## src/rtl/rob_wb_arbiter_if.sv

```systemverilog
// -----------------------------------------------------------------------------
// rob_wb_arbiter_if
// Bundles the writeback-arbiter bus: the per-source result inputs with their
// ready flags, the pipeline flush, and the ROB writeback ports.
//   slave  : arbiter side (consumes src_*, flush; drives src_ready, wb_*)
//   master : execution-unit / ROB side (the opposite directions)
// Optional macro ROBWB_PERF_CNT_EN adds the perf_wb_count and
// perf_stall_count signals to the bundle.
// -----------------------------------------------------------------------------
interface rob_wb_arbiter_if #(
   parameter int NUM_SRC         = 4,
   parameter int NUM_PORTS       = 2,
   parameter int ROB_ADDR_WIDTH  = 4,
   parameter int BANK_ADDR_WIDTH = 1,
   parameter int PREG_WIDTH      = 6
);
   logic                                 flush;
   logic [NUM_SRC-1:0]                   src_valid;
   logic [NUM_SRC-1:0]                   src_ready;
   logic [NUM_SRC*ROB_ADDR_WIDTH-1:0]    src_rob_addr;
   logic [NUM_SRC*BANK_ADDR_WIDTH-1:0]   src_bank_addr;
   logic [NUM_SRC*PREG_WIDTH-1:0]        src_phys_rd;
   logic [NUM_SRC-1:0]                   src_is_branch;
   logic [NUM_SRC-1:0]                   src_taken;

   logic [NUM_PORTS-1:0]                 wb_en;
   logic [NUM_PORTS*ROB_ADDR_WIDTH-1:0]  wb_rob_addr;
   logic [NUM_PORTS*BANK_ADDR_WIDTH-1:0] wb_bank_addr;
   logic [NUM_PORTS*PREG_WIDTH-1:0]      wb_phys_rd;
   logic [NUM_PORTS-1:0]                 wb_is_branch;
   logic [NUM_PORTS-1:0]                 wb_taken;
`ifdef ROBWB_PERF_CNT_EN
   logic [31:0]                          perf_wb_count;
   logic [31:0]                          perf_stall_count;
`endif

   modport slave (
      input  flush, src_valid, src_rob_addr, src_bank_addr, src_phys_rd,
             src_is_branch, src_taken,
      output src_ready, wb_en, wb_rob_addr, wb_bank_addr, wb_phys_rd,
             wb_is_branch, wb_taken
`ifdef ROBWB_PERF_CNT_EN
      , output perf_wb_count, perf_stall_count
`endif
   );

   modport master (
      output flush, src_valid, src_rob_addr, src_bank_addr, src_phys_rd,
             src_is_branch, src_taken,
      input  src_ready, wb_en, wb_rob_addr, wb_bank_addr, wb_phys_rd,
             wb_is_branch, wb_taken
`ifdef ROBWB_PERF_CNT_EN
      , input perf_wb_count, perf_stall_count
`endif
   );
endinterface

```

## src/rtl/rob_wb_arbiter.sv

```systemverilog
// -----------------------------------------------------------------------------
// rob_wb_arbiter
// Buffers completion writebacks from NUM_SRC execution units in per-source
// FIFOs and forwards up to NUM_PORTS of them per cycle to the ROB writeback
// ports, chosen round-robin starting at rr_ptr. Outputs are registered, so a
// writeback accepted at edge t appears on wb_* after edge t+1.
// Ports:
//   clk    : clock
//   rst    : synchronous active-high reset (also flushes, clears wb_* fields)
//   wb_bus : rob_wb_arbiter_if.slave (flush, src_* inputs, src_ready, wb_*)
// Optional macro ROBWB_PERF_CNT_EN adds saturating 32-bit perf_wb_count and
// perf_stall_count outputs on wb_bus.
// -----------------------------------------------------------------------------
module rob_wb_arbiter #(
   parameter int NUM_SRC         = 4,
   parameter int NUM_PORTS       = 2,
   parameter int BUF_DEPTH       = 4,
   parameter int ROB_ADDR_WIDTH  = 4,
   parameter int BANK_ADDR_WIDTH = 1,
   parameter int PREG_WIDTH      = 6
) (
   input logic             clk,
   input logic             rst,
   rob_wb_arbiter_if.slave wb_bus
);
   localparam int PTR_W = $clog2(BUF_DEPTH);
   localparam int CNT_W = PTR_W + 1;
   localparam int SRC_W = (NUM_SRC > 1) ? $clog2(NUM_SRC) : 1;

   typedef struct packed {
      logic [ROB_ADDR_WIDTH-1:0]  rob_addr;
      logic [BANK_ADDR_WIDTH-1:0] bank_addr;
      logic [PREG_WIDTH-1:0]      phys_rd;
      logic                       is_branch;
      logic                       taken;
   } entry_t;

   entry_t           r_mem    [NUM_SRC][BUF_DEPTH];
   logic [PTR_W-1:0] r_wr_ptr [NUM_SRC];
   logic [PTR_W-1:0] r_rd_ptr [NUM_SRC];
   logic [CNT_W-1:0] r_count  [NUM_SRC];
   logic [SRC_W-1:0] r_rr_ptr;
   entry_t           r_wb     [NUM_PORTS];
   logic [NUM_PORTS-1:0] r_wb_en;

   logic [NUM_SRC-1:0]   w_ready;
   logic [NUM_SRC-1:0]   w_push;
   logic [NUM_SRC-1:0]   w_pop;
   entry_t               w_src_ent  [NUM_SRC];
   logic [SRC_W-1:0]     w_port_src [NUM_PORTS];
   logic [NUM_PORTS-1:0] w_port_vld;
   logic [SRC_W-1:0]     w_rr_next;

   // Input side: ready depends only on registered count, never on this
   // cycle's pop, so a full FIFO refuses a push even while being drained.
   for (genvar i = 0; i < NUM_SRC; i++) begin : g_src
      assign w_ready[i]   = !rst && (r_count[i] < CNT_W'(BUF_DEPTH));
      assign w_push[i]    = wb_bus.src_valid[i] && w_ready[i] && !wb_bus.flush;
      assign w_src_ent[i] = '{
         rob_addr:  wb_bus.src_rob_addr[i*ROB_ADDR_WIDTH +: ROB_ADDR_WIDTH],
         bank_addr: wb_bus.src_bank_addr[i*BANK_ADDR_WIDTH +: BANK_ADDR_WIDTH],
         phys_rd:   wb_bus.src_phys_rd[i*PREG_WIDTH +: PREG_WIDTH],
         is_branch: wb_bus.src_is_branch[i],
         taken:     wb_bus.src_taken[i]
      };
   end
   assign wb_bus.src_ready = w_ready;

   // Round-robin scan from rr_ptr; the g-th non-empty FIFO found feeds port g.
   always_comb begin
      int               n_grant;
      logic [SRC_W-1:0] idx;
      n_grant    = 0;
      idx        = '0;
      w_pop      = '0;
      w_port_vld = '0;
      w_rr_next  = r_rr_ptr;
      for (int p = 0; p < NUM_PORTS; p++) w_port_src[p] = '0;
      for (int k = 0; k < NUM_SRC; k++) begin
         idx = SRC_W'((int'(r_rr_ptr) + k) % NUM_SRC);
         if (r_count[idx] != '0 && n_grant < NUM_PORTS) begin
            w_pop[idx]          = 1'b1;
            w_port_src[n_grant] = idx;
            w_port_vld[n_grant] = 1'b1;
            n_grant             = n_grant + 1;
            w_rr_next           = (int'(idx) + 1 == NUM_SRC) ? '0 : idx + 1'b1;
         end
      end
   end

   // NOTE: FIFO storage is deliberately not reset; r_count gates every read,
   // so stale contents are never observed and the array stays plain RAM.
   always_ff @(posedge clk) begin
      for (int i = 0; i < NUM_SRC; i++) begin
         if (w_push[i]) r_mem[i][r_wr_ptr[i]] <= w_src_ent[i];
      end
   end

   always_ff @(posedge clk) begin
      if (rst) begin
         for (int i = 0; i < NUM_SRC; i++) begin
            r_wr_ptr[i] <= '0;
            r_rd_ptr[i] <= '0;
            r_count[i]  <= '0;
         end
         for (int p = 0; p < NUM_PORTS; p++) r_wb[p] <= '0;
         r_wb_en  <= '0;
         r_rr_ptr <= '0;
      end else if (wb_bus.flush) begin
         // Flush drops everything buffered; output fields keep their value
         // but are qualified off by wb_en.
         for (int i = 0; i < NUM_SRC; i++) begin
            r_wr_ptr[i] <= '0;
            r_rd_ptr[i] <= '0;
            r_count[i]  <= '0;
         end
         r_wb_en  <= '0;
         r_rr_ptr <= '0;
      end else begin
         for (int i = 0; i < NUM_SRC; i++) begin
            if (w_push[i]) r_wr_ptr[i] <= r_wr_ptr[i] + 1'b1;
            if (w_pop[i])  r_rd_ptr[i] <= r_rd_ptr[i] + 1'b1;
            case ({w_push[i], w_pop[i]})
               2'b10:   r_count[i] <= r_count[i] + 1'b1;
               2'b01:   r_count[i] <= r_count[i] - 1'b1;
               default: r_count[i] <= r_count[i];
            endcase
         end
         for (int p = 0; p < NUM_PORTS; p++) begin
            r_wb_en[p] <= w_port_vld[p];
            r_wb[p]    <= w_port_vld[p] ?
                          r_mem[w_port_src[p]][r_rd_ptr[w_port_src[p]]] : '0;
         end
         if (|w_port_vld) r_rr_ptr <= w_rr_next;
      end
   end

   assign wb_bus.wb_en = r_wb_en;
   for (genvar p = 0; p < NUM_PORTS; p++) begin : g_port
      assign wb_bus.wb_rob_addr[p*ROB_ADDR_WIDTH +: ROB_ADDR_WIDTH]    = r_wb[p].rob_addr;
      assign wb_bus.wb_bank_addr[p*BANK_ADDR_WIDTH +: BANK_ADDR_WIDTH] = r_wb[p].bank_addr;
      assign wb_bus.wb_phys_rd[p*PREG_WIDTH +: PREG_WIDTH]             = r_wb[p].phys_rd;
      assign wb_bus.wb_is_branch[p]                                    = r_wb[p].is_branch;
      assign wb_bus.wb_taken[p]                                        = r_wb[p].taken;
   end

`ifdef ROBWB_PERF_CNT_EN
   logic [31:0] r_perf_wb;
   logic [31:0] r_perf_stall;
   logic [32:0] w_wb_sum;
   logic        w_stall;

   // Grants in a flush cycle never reach the ROB, so they are not counted.
   assign w_wb_sum = {1'b0, r_perf_wb} +
                     33'($countones(w_port_vld & {NUM_PORTS{!wb_bus.flush}}));
   assign w_stall  = |(wb_bus.src_valid & ~w_ready);

   always_ff @(posedge clk) begin
      if (rst) begin
         r_perf_wb    <= '0;
         r_perf_stall <= '0;
      end else begin
         r_perf_wb <= w_wb_sum[32] ? '1 : w_wb_sum[31:0];
         if (w_stall && r_perf_stall != '1) r_perf_stall <= r_perf_stall + 1'b1;
      end
   end

   assign wb_bus.perf_wb_count    = r_perf_wb;
   assign wb_bus.perf_stall_count = r_perf_stall;
`endif
endmodule
```

## src/flat_wrapper.sv

```systemverilog
// flat-port wrapper written by rule: the top's interface ports become plain ports
module rob_wb_arbiter_flat 
#(
   parameter int NUM_SRC         = 4,
   parameter int NUM_PORTS       = 2,
   parameter int BUF_DEPTH       = 4,
   parameter int ROB_ADDR_WIDTH  = 4,
   parameter int BANK_ADDR_WIDTH = 1,
   parameter int PREG_WIDTH      = 6
)
  (clk, rst, wb_bus_flush, wb_bus_src_valid, wb_bus_src_rob_addr, wb_bus_src_bank_addr, wb_bus_src_phys_rd, wb_bus_src_is_branch, wb_bus_src_taken, wb_bus_src_ready, wb_bus_wb_en, wb_bus_wb_rob_addr, wb_bus_wb_bank_addr, wb_bus_wb_phys_rd, wb_bus_wb_is_branch, wb_bus_wb_taken);
  rob_wb_arbiter_if #(.NUM_SRC(NUM_SRC), .NUM_PORTS(NUM_PORTS), .ROB_ADDR_WIDTH(ROB_ADDR_WIDTH), .BANK_ADDR_WIDTH(BANK_ADDR_WIDTH), .PREG_WIDTH(PREG_WIDTH)) wb_bus_i ();
  input logic clk;
  input logic rst;
  input wire logic [$bits(wb_bus_i.flush)-1:0] wb_bus_flush;
  input wire logic [$bits(wb_bus_i.src_valid)-1:0] wb_bus_src_valid;
  input wire logic [$bits(wb_bus_i.src_rob_addr)-1:0] wb_bus_src_rob_addr;
  input wire logic [$bits(wb_bus_i.src_bank_addr)-1:0] wb_bus_src_bank_addr;
  input wire logic [$bits(wb_bus_i.src_phys_rd)-1:0] wb_bus_src_phys_rd;
  input wire logic [$bits(wb_bus_i.src_is_branch)-1:0] wb_bus_src_is_branch;
  input wire logic [$bits(wb_bus_i.src_taken)-1:0] wb_bus_src_taken;
  output wire logic [$bits(wb_bus_i.src_ready)-1:0] wb_bus_src_ready;
  output wire logic [$bits(wb_bus_i.wb_en)-1:0] wb_bus_wb_en;
  output wire logic [$bits(wb_bus_i.wb_rob_addr)-1:0] wb_bus_wb_rob_addr;
  output wire logic [$bits(wb_bus_i.wb_bank_addr)-1:0] wb_bus_wb_bank_addr;
  output wire logic [$bits(wb_bus_i.wb_phys_rd)-1:0] wb_bus_wb_phys_rd;
  output wire logic [$bits(wb_bus_i.wb_is_branch)-1:0] wb_bus_wb_is_branch;
  output wire logic [$bits(wb_bus_i.wb_taken)-1:0] wb_bus_wb_taken;
  assign wb_bus_i.flush = wb_bus_flush;
  assign wb_bus_i.src_valid = wb_bus_src_valid;
  assign wb_bus_i.src_rob_addr = wb_bus_src_rob_addr;
  assign wb_bus_i.src_bank_addr = wb_bus_src_bank_addr;
  assign wb_bus_i.src_phys_rd = wb_bus_src_phys_rd;
  assign wb_bus_i.src_is_branch = wb_bus_src_is_branch;
  assign wb_bus_i.src_taken = wb_bus_src_taken;
  assign wb_bus_src_ready = wb_bus_i.src_ready;
  assign wb_bus_wb_en = wb_bus_i.wb_en;
  assign wb_bus_wb_rob_addr = wb_bus_i.wb_rob_addr;
  assign wb_bus_wb_bank_addr = wb_bus_i.wb_bank_addr;
  assign wb_bus_wb_phys_rd = wb_bus_i.wb_phys_rd;
  assign wb_bus_wb_is_branch = wb_bus_i.wb_is_branch;
  assign wb_bus_wb_taken = wb_bus_i.wb_taken;
  rob_wb_arbiter #(.NUM_SRC(NUM_SRC), .NUM_PORTS(NUM_PORTS), .BUF_DEPTH(BUF_DEPTH), .ROB_ADDR_WIDTH(ROB_ADDR_WIDTH), .BANK_ADDR_WIDTH(BANK_ADDR_WIDTH), .PREG_WIDTH(PREG_WIDTH)) u_core (.clk(clk), .rst(rst), .wb_bus(wb_bus_i));
endmodule
```

## config.mk

```make
export PLATFORM = sky130hd
export DESIGN_NAME = rob_wb_arbiter_flat
export DESIGN_NICKNAME = d
export VERILOG_FILES = /design/src/rtl/rob_wb_arbiter_if.sv /design/src/rtl/rob_wb_arbiter.sv /design/src/flat_wrapper.sv
export SDC_FILE = /design/constraint.sdc
export NUM_CORES = 1
export LEC_CHECK = 0
export CORE_ASPECT_RATIO = 0.5
export CORE_UTILIZATION = 60
export CTS_BUF_LIST = sky130_fd_sc_hd__clkbuf_16
export DETAILED_ROUTE_END_ITERATION = 8
export PLACE_DENSITY = 0.8
export RECOVER_POWER = 50
export SYNTH_ARGS = -nofsm -noshare
export SYNTH_HDL_FRONTEND = slang
export SYNTH_SLANG_ARGS = --single-unit
```

## constraint.sdc

```tcl
create_clock -name clk -period 7.12 [get_ports clk]
set_input_delay 1.424 -clock clk [delete_from_list [all_inputs] [get_ports clk]]
set_output_delay 1.424 -clock clk [all_outputs]
set_load 0.005 [all_outputs]
```

# --- Word level (Yosys, flattened, before mapping) ---
# Memory sizes are Yosys's and may differ from the RTL's. A register that Yosys moved wholly into a read port is not among the register bits.
# Index checks and enable logic that the tools add are counted.
totals:
  memories: 5
  mem_bits_rw: 262
  elab_cells: 366
  out_inout_bits: 32
  regBits: 4
op_classes:
  n_eq_ne: 12
  mux: 190
  magnitude_cmp: 37
  add_sub_neg: 28
  bitwise_logic: 49
  reduce_logical: 43
memory_table:
  columns: ["memory", "words", "width", "read_ports", "rd_clocked_by_memory_dff", "wr", "line", "source"]
  rows:
  - ["u_core.r_mem", 4, 52, 2, 0, 4, "rob_wb_arbiter.sv:38", "entry_t r_mem [NUM_SRC][BUF_DEPTH];"]
  - ["u_core.r_wb", 2, 13, 2, 0, 2, "rob_wb_arbiter.sv:43", "entry_t r_wb [NUM_PORTS];"]
  - ["u_core.r_count", 4, 3, 8, 1, 4, "rob_wb_arbiter.sv:41", "logic [CNT_W-1:0] r_count [NUM_SRC];"]
  - ["u_core.r_rd_ptr", 4, 2, 6, 0, 4, "rob_wb_arbiter.sv:40", "logic [PTR_W-1:0] r_rd_ptr [NUM_SRC];"]
  - ["u_core.r_wr_ptr", 4, 2, 4, 0, 4, "rob_wb_arbiter.sv:39", "logic [PTR_W-1:0] r_wr_ptr [NUM_SRC];"]
ops:
  columns: ["operator", "count"]
  rows:
  - ["2-to-1 mux 52 bit", 4]
  - ["2-to-1 mux 13 bit", 12]
  - ["equality test 32 x 4 -> 1 bit (second input constant)", 4]
  - ["< comparator 32 x 3 -> 1 bit (second input constant)", 4]
  - ["demux 13 bit (select 2 bit)", 4]
  - ["2-to-1 mux 1 bit", 97]
  - ["greater-or-equal comparator 32 x 2 -> 1 bit (second input constant)", 3]
  - ["< comparator 32 x 1 -> 1 bit (second input constant)", 3]
  - ["2-to-1 mux 2 bit", 33]
  - ["greater-or-equal comparator 32 x 1 -> 1 bit (second input constant)", 2]
  - ["2-to-1 mux 32 bit", 2]
  - ["inverter 32 bit", 2]
  - ["binary-select mux 13 bit (select 2 bit)", 2]
  - ["2-to-1 mux 3 bit", 16]
  - ["OR 1 bit", 34]
  - ["adder 32 x 2 -> 32 bit (second input constant)", 1]
  - ["inverter 1 -> 32 bit", 1]
  - ["logical AND 1 bit", 29]
  - ["2-to-1 mux 4 bit", 7]
  - ["adder 2 x 1 -> 2 bit (second input constant)", 12]
  - ["greater-or-equal comparator 3 bit (second input constant)", 6]
  - ["inverter 2 -> 3 bit", 6]
  - ["adder 2 x 1 -> 3 bit (second input constant)", 4]
  - ["adder 3 x 1 -> 3 bit (second input constant)", 4]
  - ["other kinds (23)", 67]

# --- Longest topological paths before layout ---
# An unclocked memory read counts as a cell.
logic_depth:
  word_depth: 22
  ltp_mapped: 25
  mapped_depth_nobuf: 22

# --- Worst setup path before layout ---
# OpenSTA, ideal clock, no wires.
synth_path:
  kind: "register -> register"
  start: "reg u_core.r_rr_ptr[0]"
  end: "mem u_core.r_wb[0][11] in the netlist's numbering (data pin)"
  setup_ns: 0.130
  n_path_buf: 4
  synth_period_minus_slack_ns: 5.744
  arrival_time_ns: 5.614
  path_stages_with_launch: 25
  setup_slack_ns: 1.376
  t_required_ns: 6.990
  cell_sequence: "dfxtp_1 buf_2 inv_2 ha_1 or4b_1 and2_1 mux2_2 ha_1 or2_1 o22ai_1 a221oi_2 inv_2 buf_2 fa_1 or3_1 a211oi_1 a31oi_1 a211oi_1 o22ai_1 and2_1 buf_2 buf_2 mux2i_1 a221oi_1 o211a_1"
synth_lines:
  columns: ["item", "line", "source"]
  rows:
  - ["from (decl)", "rob_wb_arbiter.sv:42", "logic [SRC_W-1:0] r_rr_ptr;"]
  - ["from (signal assigned)", "rob_wb_arbiter.sv:134", "if (|w_port_vld) r_rr_ptr <= w_rr_next;"]
  - ["to (decl)", "rob_wb_arbiter.sv:43", null]

==> flow_metrics.tcl <==
set metrics [dict create \
    status "complete, but fails checks" \
    violations "DRC, capacitance limit, slew limit" \
    clockBufferDepth 3 \
    period_needed_ns 6.84 \
    cts.sinks 268 \
    ioPinCount 91 \
    finalCritPeriodShare_pct 96.1 \
    wl_met1_mm 16.4 \
    h-tree-depth 1 \
    async_flop_share_pct 0 \
    tightestPinTransition_ns 2.05 \
    cts_tree "built" \
    dieArea_mm2 0.0244 \
    seqCellArea_mm2 0.00795 \
    hold_path_class "flip-flop to flip-flop" \
    maxUsedRoutingLayer "met4" \
    synth_warnings 0 \
    clock_latency_ns 0.54 \
    layout.nets 1437 \
    reg2reg_from "u_core.r_rr_ptr[1]" \
    arrival_ns 7.26 \
    relSlewSlack_pct -36.8 \
    num_rows 39 \
    vias 10973 \
    worstPathRequired_ns 7.53 \
    die_x_um 220 \
    endpoint_kind "flip-flop" \
    drt_iter0_markers 1597 \
    synth_top_flop_cell "edfxtp_1" \
    synth_seq_area_share_pct 55.9 \
    ant_nets 0 \
    layout-drive-gt1-share_pct 6.29 \
    routedWlPerCell_um 24.9 \
    syn_inst 1264 \
    start_util_pct 61.7 \
    cts_resized 0 \
    die_h_um 111 \
    place_inst 1615 \
    grt_pass1_wl_mm 61.7 \
    skew_ns 0.0238 \
    wl_met2_mm 18.4 \
    grt_max_degree 81 \
    core_mm2 0.0230 \
    synth-seq-cells 268 \
    hold_start "u_core.r_wr_ptr[2][0]" \
    first_pass_iters 9 \
    clk_pin_slew_worst_paths_ns 0.06 \
    syn_area_per_cell_um2 11.2 \
    totalWireLength_mm 41.3 \
    io_buffers 90 \
    netlist_area_mm2 0.0142 \
    stdcell_count 1660 \
    track_usage_pct 34.2 \
    crit_path_start_kind "flip-flop" \
    drc 4 \
    gp_congestion 0.932 \
    met3_length_mm 5.32 \
    overflow 0 \
    worstPathMaxFanout 13 \
    hpwl_mm 27.3 \
    maxCapViolCount 1 \
    multi_input_area_mm2 0.00582 \
    hold_buffers 0 \
    grt_pass1_vias 10593 \
    syn2layout_area_growth_pct 13.5 \
    rsz0062_at_grt "false" \
    fmax_mhz 146 \
    antenna_found_initial 1 \
    viasPerCell 6.61 \
    finalSetupViolations 0 \
    fillCellCount 1659 \
    slew_viol_final 27 \
    tns_ns 0 \
    synth_edf_count 258 \
    finalHoldViolCount 0 \
    synth_cell_types 64 \
    cts_made_buffers 24 \
    worst-setup-path-type "flip-flop to flip-flop" \
    post_cts_buffers 0 \
    syn-num-nets 1367 \
    cts_root_buf "clkbuf_16" \
    crit_start "u_core.r_rr_ptr[1]" \
]
placed cells by master (no fill, tap or decap), types with 6 or more instances in the layout:
cell / instances
clkbuf_16: 24
dfxtp_1: 10
xnor2_1: 6
nor3_1: 8
nor2_1: 50
nand2b_1: 7
nand3_1: 64
nor4_1: 6
and2_1: 19
and3_1: 6
clkdlybuf4s50_1: 9
o21ai_0: 44
nor2b_1: 9
nand4_1: 14
a221oi_1: 7
dlygate4sd3_1: 81
or3_1: 6
a21oi_1: 84
buf_4: 21
o21ai_1: 21
o211a_1: 14
a211oi_1: 7
edfxtp_1: 258
nand2_1: 225
ha_1: 42
inv_1: 43
mux2i_1: 157
clkinv_1: 7
a221oi_2: 9
o22a_1: 13
cell type report:
type / instances / share of cell area, %
diodes: 1 / 0.0155
clock buffers: 24 / 3.72
clock inverters: 20 / 0.798
inverters: 41 / 0.953
multi-input cells: 884 / 36.1
flip-flops and latches: 268 / 49.2
well taps: 307 / 2.38
repair buffers: 115 / 6.85
kinds of logic (layout without fill, tap and decap cells):
kind of cell | Yosys count | count (layout) | share of synthesized area [%]
AND/OR/NAND/NOR | 436 | 436 | 13.9
multiplexers | 161 | 161 | 11.4
AO/OA/AOI/OAI | 236 | 236 | 10.9
other | 0 | 1 | 0
adder cells (fa/ha/maj) | 44 | 44 | 3.98
buffers and inverters | 112 | 200 | 3.37
flip-flops | 268 | 268 | 55.9
XOR/XNOR | 7 | 7 | 0.431
state kept, by name (all words and copies together) (netlist names), named ones only:
name	count
u_core.wb_bus.wb_en	2
u_core.r_mem	208
u_core.r_wr_ptr	8
u_core.r_count	12
u_core.r_rr_ptr	2
u_core.r_rd_ptr	8
u_core.r_wb	26
critical path, stage by stage, from the launching register on:
cell	delay [ns]
dfxtp_1	0.56
inv_1	0.18
ha_1	0.40
buf_4	0.20
or4_1	0.46
and2_1	0.24
mux2_2	0.39
ha_1	0.26
or2_1	0.25
o22ai_1	0.22
a221oi_2	0.10
inv_2	0.08
fa_1	0.44
or3_1	0.36
a211oi_1	0.23
a31oi_1	0.19
o21ai_1	0.18
and2_1	0.88
mux2i_1	0.40
a221oi_1	0.50
o211a_1	0.21
per-layer routing:
metal | up-vias | track usage [%]
met5 | - | 0
met4 | 0 | 11.3
met3 | 96 | 10.0
met2 | 768 | 51.4
met1 | 5301 | 47.7
li1 | 4808 | -
final timing paths:
kind	slack, ns	cells past startpoint	to
hold reg to reg	0.59	2	u_core.r_wr_ptr[2][0]
setup reg to reg	0.28	20	u_core.r_wb[0][2]
setup / recovery	0.28	20	u_core.r_wb[0][2]
hold / removal	0.59	2	u_core.r_wr_ptr[2][0]
per-stage QoR:
| stage | hold WS, ns | utilization [%] | area, um^2 | setup slack [ns] |
|---|---|---|---|---|
| after CTS | 0.581 | 70.1 | 16100 | 0.400 |
| after floorplan | 0.523 | - | 14200 | 1.38 |
| after global placement | 0.559 | 66.9 | 15400 | 0.580 |
| after detailed placement | 0.571 | 66.9 | 15400 | 0.430 |
| after global routing | 0.614 | 70.1 | 16100 | 0.0142 |
| final | 0.585 | 70.1 | 16100 | 0.279 |
synthesized netlist by cell type (all sizes together) (5+ instances only):
cell type,number,share of area [%]
mux2i,157,11
nand2b,7,0.31
dfxtp,10,1.4
nand2,227,6.0
nor2,50,1.3
or2,7,0.31
clkbuf,41,1.1
xnor2,6,0.37
a211oi,8,0.46
nor3,8,0.28
a32oi,5,0.31
nand3,64,2.3
and3,6,0.26
nor4,6,0.26
nand4,14,0.62
o211a,14,0.99
nor2b,9,0.40
o21ai,65,2.3
ha,42,3.7
a221oi,16,1.4
buf,30,1.2
inv,41,1.1
or3,6,0.26
and2,23,1.0
edfxtp,258,54
a21oi,85,3.0
o22a,13,0.80
o22ai,5,0.22
a31oi,5,0.22
Power is left out: the tool's default activity adds up to more than one toggle a clock period on the data nets, which glitch-free logic cannot reach.
